## src/rtl/dm_hart_ctrl.sv

```systemverilog
`default_nettype none
// ----------------------------------------------------------------------------
// dm_hart_ctrl : debug-module run control (halt/resume/havereset) per hart.
// Optional hart-array selection enabled by macro DM_HART_ARRAY_EN.
// Revision: 1.0
// ----------------------------------------------------------------------------
module dm_hart_ctrl #(
   parameter int NR_HARTS  = 4,
   parameter int HARTSEL_W = 20
) (
   input  logic                 clk_i,
   input  logic                 rst_ni,
   input  logic                 dmactive_i,
   input  logic [HARTSEL_W-1:0] hartsel_i,
   input  logic                 hasel_i,
   input  logic [NR_HARTS-1:0]  hawindow_i,
   input  logic                 haltreq_i,
   input  logic                 resumereq_i,
   input  logic                 ackhavereset_i,
   input  logic [NR_HARTS-1:0]  halted_set_i,
   input  logic [NR_HARTS-1:0]  resuming_set_i,
   input  logic [NR_HARTS-1:0]  hart_reset_i,
   output logic [NR_HARTS-1:0]  debug_req_o,
   output logic [NR_HARTS-1:0]  resume_o,
   output logic [NR_HARTS-1:0]  halted_o,
   output logic [NR_HARTS-1:0]  resumeack_o,
   output logic [NR_HARTS-1:0]  havereset_o,
   output logic [6:0]           summary_o
);

   localparam logic [1:0] c_ST_RUNNING    = 2'd0;
   localparam logic [1:0] c_ST_HALT_REQ   = 2'd1;
   localparam logic [1:0] c_ST_HALTED     = 2'd2;
   localparam logic [1:0] c_ST_RESUME_REQ = 2'd3;
   // Comparison width wide enough to hold NR_HARTS even for tiny HARTSEL_W
   localparam int c_CMP_W = (HARTSEL_W > 6) ? HARTSEL_W : 6;

   logic [c_CMP_W-1:0]  w_hartsel;
   logic [NR_HARTS-1:0] w_window;
   logic [NR_HARTS-1:0] w_sel;

   assign w_hartsel = c_CMP_W'(hartsel_i);

`ifdef DM_HART_ARRAY_EN
   assign w_window = hawindow_i & {NR_HARTS{hasel_i}};
`else
   logic w_unused_array;
   assign w_window       = '0;
   assign w_unused_array = ^{hasel_i, hawindow_i};
`endif

   for (genvar h = 0; h < NR_HARTS; h++) begin : g_hart
      logic [1:0] r_state;
      logic [1:0] w_state_nxt;
      logic       r_rack;
      logic       w_rack_nxt;
      logic       r_hrst;
      logic       w_hrst_nxt;
      logic       w_dbg;
      logic       w_resume;
      logic       w_halted;

      assign w_sel[h] = (w_hartsel == c_CMP_W'(h)) | w_window[h];

      always_ff @(posedge clk_i) begin
         if (!rst_ni) begin
            r_state <= c_ST_RUNNING;
            r_rack  <= 1'b0;
            r_hrst  <= 1'b1;
         end else begin
            r_state <= w_state_nxt;
            r_rack  <= w_rack_nxt;
            r_hrst  <= w_hrst_nxt;
         end
      end

      always_comb begin
         w_state_nxt = r_state;
         w_rack_nxt  = r_rack;
         w_hrst_nxt  = r_hrst;
         if (hart_reset_i[h]) begin
            w_hrst_nxt = 1'b1;
         end else if (ackhavereset_i && w_sel[h]) begin
            w_hrst_nxt = 1'b0;
         end
         if (hart_reset_i[h]) begin
            w_state_nxt = c_ST_RUNNING;
         end else if (!dmactive_i) begin
            w_state_nxt = c_ST_RUNNING;
            w_rack_nxt  = 1'b0;
         end else begin
            case (r_state)
               c_ST_RUNNING: begin
                  if (halted_set_i[h])              w_state_nxt = c_ST_HALTED;
                  else if (haltreq_i && w_sel[h])   w_state_nxt = c_ST_HALT_REQ;
               end
               c_ST_HALT_REQ: begin
                  if (halted_set_i[h])              w_state_nxt = c_ST_HALTED;
                  else if (!(haltreq_i && w_sel[h])) w_state_nxt = c_ST_RUNNING;
               end
               c_ST_HALTED: begin
                  // Halt takes priority: a pending haltreq masks resumereq
                  if (resumereq_i && w_sel[h] && !haltreq_i) begin
                     w_state_nxt = c_ST_RESUME_REQ;
                     w_rack_nxt  = 1'b0;
                  end
               end
               c_ST_RESUME_REQ: begin
                  if (halted_set_i[h]) begin
                     w_state_nxt = c_ST_HALTED;
                  end else if (resuming_set_i[h]) begin
                     w_state_nxt = c_ST_RUNNING;
                     w_rack_nxt  = 1'b1;
                  end
               end
               default: w_state_nxt = c_ST_RUNNING;
            endcase
         end
      end

      always_comb begin
         w_dbg    = (r_state == c_ST_HALT_REQ);
         w_resume = (r_state == c_ST_RESUME_REQ);
         w_halted = (r_state == c_ST_HALTED) || (r_state == c_ST_RESUME_REQ);
      end

      assign debug_req_o[h] = w_dbg;
      assign resume_o[h]    = w_resume;
      assign halted_o[h]    = w_halted;
      assign resumeack_o[h] = r_rack;
      assign havereset_o[h] = r_hrst;
   end

   logic                w_anysel;
   logic [NR_HARTS-1:0] w_running;

   assign w_anysel  = |w_sel;
   assign w_running = ~halted_o;

   assign summary_o = {
      (w_hartsel >= c_CMP_W'(NR_HARTS)),
      w_anysel & (~|(w_sel & ~halted_o)),
      |(w_sel & halted_o),
      w_anysel & (~|(w_sel & ~w_running)),
      |(w_sel & w_running),
      w_anysel & (~|(w_sel & ~resumeack_o)),
      |(w_sel & resumeack_o)
   };

endmodule
`default_nettype wire

```

## config.mk

```make
export PLATFORM = sky130hd
export DESIGN_NAME = dm_hart_ctrl
export DESIGN_NICKNAME = d
export VERILOG_FILES = /design/src/rtl/dm_hart_ctrl.sv
export SDC_FILE = /design/constraint.sdc
export NUM_CORES = 1
export LEC_CHECK = 0
export CAP_MARGIN = 5
export CORE_MARGIN = 8
export CORE_UTILIZATION = 43
export CTS_CLUSTER_DIAMETER = 100
export DETAILED_ROUTE_END_ITERATION = 10
export PLACE_DENSITY = 0.95
export SYNTH_ARGS = -nofsm -noshare
export SYNTH_HDL_FRONTEND = slang
export SYNTH_SLANG_ARGS = --single-unit
export TNS_END_PERCENT = 50
```

## constraint.sdc

```tcl
create_clock -name clk_i -period 3.55 [get_ports clk_i]
set_clock_uncertainty 0.15 [all_clocks]
set_input_delay 0.71 -clock clk_i [delete_from_list [all_inputs] [get_ports clk_i]]
set_output_delay 0.71 -clock clk_i [all_outputs]
set_load 0.005 [all_outputs]
```

==> flow_summary.toml, run 1 <==
[detailed_routing]
drt_iter0_markers = 103
drc = 0
drt_pass1_iterations = 4
wire_per_inst_um = 14.6
viasPerCell = 5.44
drtAntennaViolNets = 0
drt_wl_total_mm = 3.95
num_vias = 1475

[global_route]
track_usage_pct = 15.1
grt_pass1_wl_mm = 6.49
grt_max_degree = 12
gr-total-overflow = 0
grt_pass1_vias = 1430
antenna_found_initial = 0

[logic_synthesis]
syn_nets = 215
yosysTopAreaCellShare_pct = 23.6
syn_inst = 172
synth_area_leaders = "dfxtp_1 24%, buf_4 11%, nand2b_1 5.1%"
synth_area_mm2 = 0.00136
yosysWarningCount = 0
synthDistinctLibCells = 43
syn_avg_cell_area_um2 = 7.90
synth_most_common_cell = "buf_4"
async_reset_ff_share_pct = 0
synth_flop_cell = "dfxtp_1"
ys_seq_elements = 16
seq_area_frac_synth_pct = 23.6
synth-edff-count = 0
synth.cells.most_frequent = "20 x buf_4, 16 x dfxtp_1, 11 x nand2b_1"
synth_area_leader_cell = "dfxtp_1"

[placement]
port_buffers = 64
hpwlAfterDp_mm = 3.26
placedCellCount = 265
placed_area_mm2 = 0.00197
post-place-ws_ps = -22.3
place.gp.congestion = 0.917

[sta]
fin_crit_sh_pct = 101
clock.fmax_mhz = 280
hold_viol_final = 0
report.final.slew_viol_count = 0
slew_headroom_pct = 65.6
setup_violations = 2
setup_ws_ps = -20.8
rsz0062_at_grt = "true"
worst_pin_slew_ps = 511
period_needed_ps = 3570
whs_ps = 329

[die]
die_area_mm2 = 0.00522
start_util_pct = 44.9
die_h_um = 72.2
core_mm2 = 0.00303
num_rows = 20
ios = 70
die_w_um = 72.2

[hold_path]
hold_path_class = "flip-flop to flip-flop"
hold_end = "g_hart[3].r_hrst"
holdPathStages = 1
min-delay-start = "g_hart[3].r_hrst"

[clock_network]
clock_latency_ps = 280
root_buffer = "clkbuf_4"
cts_sinks = 16
cts_tree = "built"
clk_pin_slew_ps = 100
cts_buffers = 3
max-clock-path-buffers = 2
htreeDepth = 1

[critical_path]
crit_chain = "clkdlybuf4s50_1 -> or4_4 -> nor3_4 -> buf_4 -> and3_1 -> clkdlybuf4s50_1"
cp.required_ps = 2690
regToRegSetupSlack_ps = 1950
critPathKind = "primary input to output port"
critPathSlowestCell = "or4_4"
r2r_start = "g_hart[0].r_state[1]"
critPathMaxStageDelay_ps = 560
critPathCaptureType = "output port"
r2r.worst_path.cells = 4
cp.arrival_ps = 2710
path_common_cell = "clkdlybuf4s50_1"
cp_max_fo = 5
r2r-end = "g_hart[0].r_rack"
startpoint_type = "primary input"

[cells_and_area]
fin_area_mm2 = 0.00202
syn_to_final_growth_pct = 48.7
final_nets = 271
drive_above_1_share_pct = 15.4
stdcell_count = 271
antenna_cells = 0

[power_and_ir_drop]
swShare_pct = 24.6
clockPowerShare_pct = 29.8
cellLeakagePower_uw = 0.000743
seqPwrFrac_pct = 46.1
combPwrFrac_pct = 24.1
power.density_mw_per_mm2 = 199
internal_power_uw = 303
p_sw_uw = 99.2
ir_drop_uv = 100

[status]
outcome = "finished, violations left"
violations = "setup timing"

[job]
drv_cap = 0
==> layout by cell type, fill, tap and decap left out, types with 3 or more instances in the layout <==
master,n
buf_4,16
a31oi_1,6
nor2b_1,8
and3_1,5
nor3_1,8
clkdlybuf4s50_1,64
clkbuf_4,3
a21oi_1,9
a211oi_1,4
dfxtp_1,16
or2_2,3
nor2_1,10
nand2b_1,11
inv_1,5
nand4_1,4
a211o_1,5
nand3_1,4
nand2_1,8
o221ai_1,3
nor4b_1,3
==> registers in the layout, summed over array words and instances (netlist names) <==
| name | flops |
|---|---|
| g_hart.r_state | 8 |
| g_hart.r_hrst | 4 |
| g_hart.r_rack | 4 |
==> layout make-up <==
class | count | area (um2)
Fill cell | 256 | 1010
Multi-Input combinational cell | 122 | 830
Timing Repair Buffer | 80 | 761
Sequential cell | 16 | 320
Tap cell | 44 | 55.1
Clock buffer | 4 | 36.3
Inverter | 5 | 18.8
==> stage by stage <==
step                      util (%)  setup TNS (ps)  total power, uW
after floorplan                  -               0              225
after global placement        64.9           -22.7              284
after detailed placement      64.9           -43.0              286
after CTS                     66.1           -45.7              406
after global routing          66.7            -314              424
final                         66.7           -40.5              403
==> cell families after synthesis <==
family                 synth area share, %
DFF                                   23.6
muxes                                 3.31
AOI/OAI and AO/OA                     21.8
and+or+nand+nor                       35.6
buffers and inverters                 15.7
==> metal layers <==
layer  up-vias  GRT usage (%)  routed length [um]
met5         -              0                   0
met4         0           3.63                  29
met3         4           5.51                 399
met2        63           24.9                1890
met1       685           18.0                1640
li1        723              -                   -
==> timing repair <==
item / CTS / global route
pin swaps: 0 / 1
gates resized for setup: 0 / 1
buffers inserted: 0 / 2
hold buffers: 0 / 0
endpoints found under the setup margin: 2 / 4
==> worst max-delay path by stage <==
stage | slack, ps | start | endpoint
5_1_grt | -100 | hartsel_i[4] | summary_o[1]
3_3_place_gp | -10 | hartsel_i[4] | summary_o[0]
2_1_floorplan | 770 | hartsel_i[4] | summary_o[2]
3_5_place_dp | -20 | hartsel_i[4] | summary_o[0]
4_1_cts | -20 | hartsel_i[4] | summary_o[0]
6_report | -20 | hartsel_i[4] | summary_o[0]
==> worst max-delay path: cells and delay by family <==
family                 cells  cell delay, ps
AND/OR/NAND/NOR            3             940
buffers and inverters      3            1060
==> power by group through the flow <==
stage / Combinational, uW / Sequential, uW / Clock (uW)
after global placement: 93.9 / 190 / 0
after CTS: 96.4 / 186 / 125
after floorplan: 36.9 / 188 / 0
final: 97.0 / 186 / 120
after global routing: 105 / 186 / 133
after detailed placement: 96.0 / 190 / 0
Note: power is estimated with default switching activity, not from simulation.
==> inputs of run 2 (changes only) <==
--- a/config.mk
+++ b/config.mk
@@ -5,7 +5,7 @@
 export SDC_FILE = /design/constraint.sdc
 export NUM_CORES = 1
 export LEC_CHECK = 0
-export CAP_MARGIN = 5
+export CAP_MARGIN = 20
 export CORE_MARGIN = 8
 export CORE_UTILIZATION = 43
 export CTS_CLUSTER_DIAMETER = 100
==> results of run 2 <==
The final DEF is identical to that of run 1; final timing and power are the same.
==> inputs of run 3 (changes only) <==
--- a/config.mk
+++ b/config.mk
@@ -7,7 +7,8 @@
 export LEC_CHECK = 0
 export CAP_MARGIN = 20
 export CORE_MARGIN = 8
-export CORE_UTILIZATION = 43
+export CORE_UTILIZATION = 44
+export CTS_BUF_LIST = sky130_fd_sc_hd__clkbuf_8
 export CTS_CLUSTER_DIAMETER = 100
 export DETAILED_ROUTE_END_ITERATION = 10
 export PLACE_DENSITY = 0.95
==> flow_summary.toml, run 3 (synthesis gave the netlist of run 1 again) <==
[status]
outcome = "finished, violations left"
violations = "setup timing"

[clock_network]
cts_sinks = 16
htreeDepth = 1
clock_latency_ps = 250
clk_pin_slew_ps = 70
root_buffer = "clkbuf_8"
cts_tree = "built"
max-clock-path-buffers = 2
hold_buffers = 0
cts_buffers = 3

[die]
ios = 70
die_h_um = 71.6
die_w_um = 71.6
num_rows = 20
start_util_pct = 45.2
core_mm2 = 0.00300
die_area_mm2 = 0.00512

[critical_path]
cp.arrival_ps = 2700
critPathKind = "primary input to output port"
startpoint_type = "primary input"
critPathMaxStageDelay_ps = 550
regToRegSetupSlack_ps = 1930
critPathCaptureType = "output port"
critPathSlowestCell = "or4_4"
crit_chain = "clkdlybuf4s50_1 -> or4_4 -> nor3_4 -> and3_1 -> clkdlybuf4s50_1"
path_common_cell = "clkdlybuf4s50_1"
r2r_start = "g_hart[0].r_state[1]"
cp.required_ps = 2690
r2r.worst_path.cells = 4
r2r-end = "g_hart[0].r_rack"
cp_max_fo = 6

[global_route]
track_usage_pct = 16.2
gr-total-overflow = 0
grt_pass1_wl_mm = 6.84
grt_pass1_vias = 1530
grt_max_degree = 11
antenna_found_initial = 0

[sta]
report.final.slew_viol_count = 0
clock.fmax_mhz = 281
setup_ws_ps = -13.2
whs_ps = 316
period_needed_ps = 3560
hold_viol_final = 0
rsz0062_at_grt = "true"
worst_pin_slew_ps = 545
fin_crit_sh_pct = 100
slew_headroom_pct = 63.3
setup_violations = 1

[cells_and_area]
largestRegisters = "g_hart.r_state (8), g_hart.r_hrst (4), g_hart.r_rack (4)"
largest_reg_flops = 8
final_cell_mix = "58 x clkdlybuf4s50_1, 16 x dfxtp_1, 15 x buf_4, 11 x nand2b_1, 10 x nor2_1"
antenna_cells = 0
syn_to_final_growth_pct = 48.8
largest_register = "g_hart.r_state"
stdcell_count = 259
final_common_cell = "clkdlybuf4s50_1"
nFillCells = 254
final_nets = 270
drive_above_1_share_pct = 15.5

[detailed_routing]
drt_pass1_iterations = 4
viasPerCell = 5.99
drt_iter0_markers = 115
drtAntennaViolNets = 0
num_vias = 1552
drc = 0
drt_wl_total_mm = 4.30
wire_per_inst_um = 16.6

[placement]
post-place-ws_ps = -119
place.gp.congestion = 0.875
placedCellCount = 251
port_buffers = 64
hpwlAfterDp_mm = 3.31

[power_and_ir_drop]
clockPowerShare_pct = 37.1
ir_drop_uv = 107
seqPwrFrac_pct = 41.3
p_sw_uw = 110
swShare_pct = 24.6
internal_power_uw = 339
combPwrFrac_pct = 21.5
power.density_mw_per_mm2 = 222
cellLeakagePower_uw = 0.000780

[hold_path]
hold_end = "g_hart[2].r_hrst"
min-delay-start = "g_hart[2].r_hrst"
hold_path_class = "flip-flop to flip-flop"
holdPathStages = 1

[job]
drv_cap = 0
## run 3: final cells by class
type                    count  area, um2  area share, %
repair buffers             79        753           37.3
well taps                  33       41.3           2.04
multi-input cells         122        833           41.2
clock buffers               4       55.1           2.72
inverters                   5       18.8          0.928
flip-flops and latches     16        320           15.8
## run 3: worst max-delay path: cells and delay by family
| kind | cells | cell delay (ps) |
|---|---|---|
| buf+inv | 2 | 900 |
| simple gates | 3 | 1090 |
## run 3: how the worst max path moves through the flow
stage,start,to,cells past startpoint
CTS,hartsel_i[4],summary_o[4],5
detailed placement,hartsel_i[4],summary_o[2],6
global route,hartsel_i[4],summary_o[4],5
finish,hartsel_i[4],summary_o[4],5
global placement,hartsel_i[4],summary_o[3],6
floorplan,hartsel_i[4],summary_o[2],4
## run 3: what timing repair did
| action | 4_1_cts | 5_1_grt |
|---|---|---|
| setup endpoints to repair | 7 | 3 |
| pin swaps | 6 | 3 |
| buffers inserted | 2 | 2 |
| cloned | 0 | 0 |
| hold endpoints to repair | 0 | 0 |
| gates resized for setup | 6 | 2 |
## run 3: layer usage
layer	up-vias	global-route usage (%)	wire (um)
met1	715	17.8	1700
met5	-	0	0
met4	0	7.71	116
met3	12	2.37	349
li1	725	-	-
met2	100	29.7	2130
## run 3: stage by stage
stage	setup TNS (ps)	total power (uW)	util, %	instance area [um2]
after floorplan	0	225	-	1360
after global placement	-481	283	64.3	1930
after detailed placement	-549	285	64.3	1930
after CTS	0	451	66.7	2000
after global routing	-105	464	67.3	2020
final	-13.2	449	67.3	2020
## run 3: power by group through the flow
stage	Clock [uW]	Sequential [uW]	Combinational, uW
floorplan	0	188	36.9
global placement	0	190	93.2
detailed placement	0	190	95.4
CTS	170	186	96.0
global route	174	186	104
finish	167	186	96.8
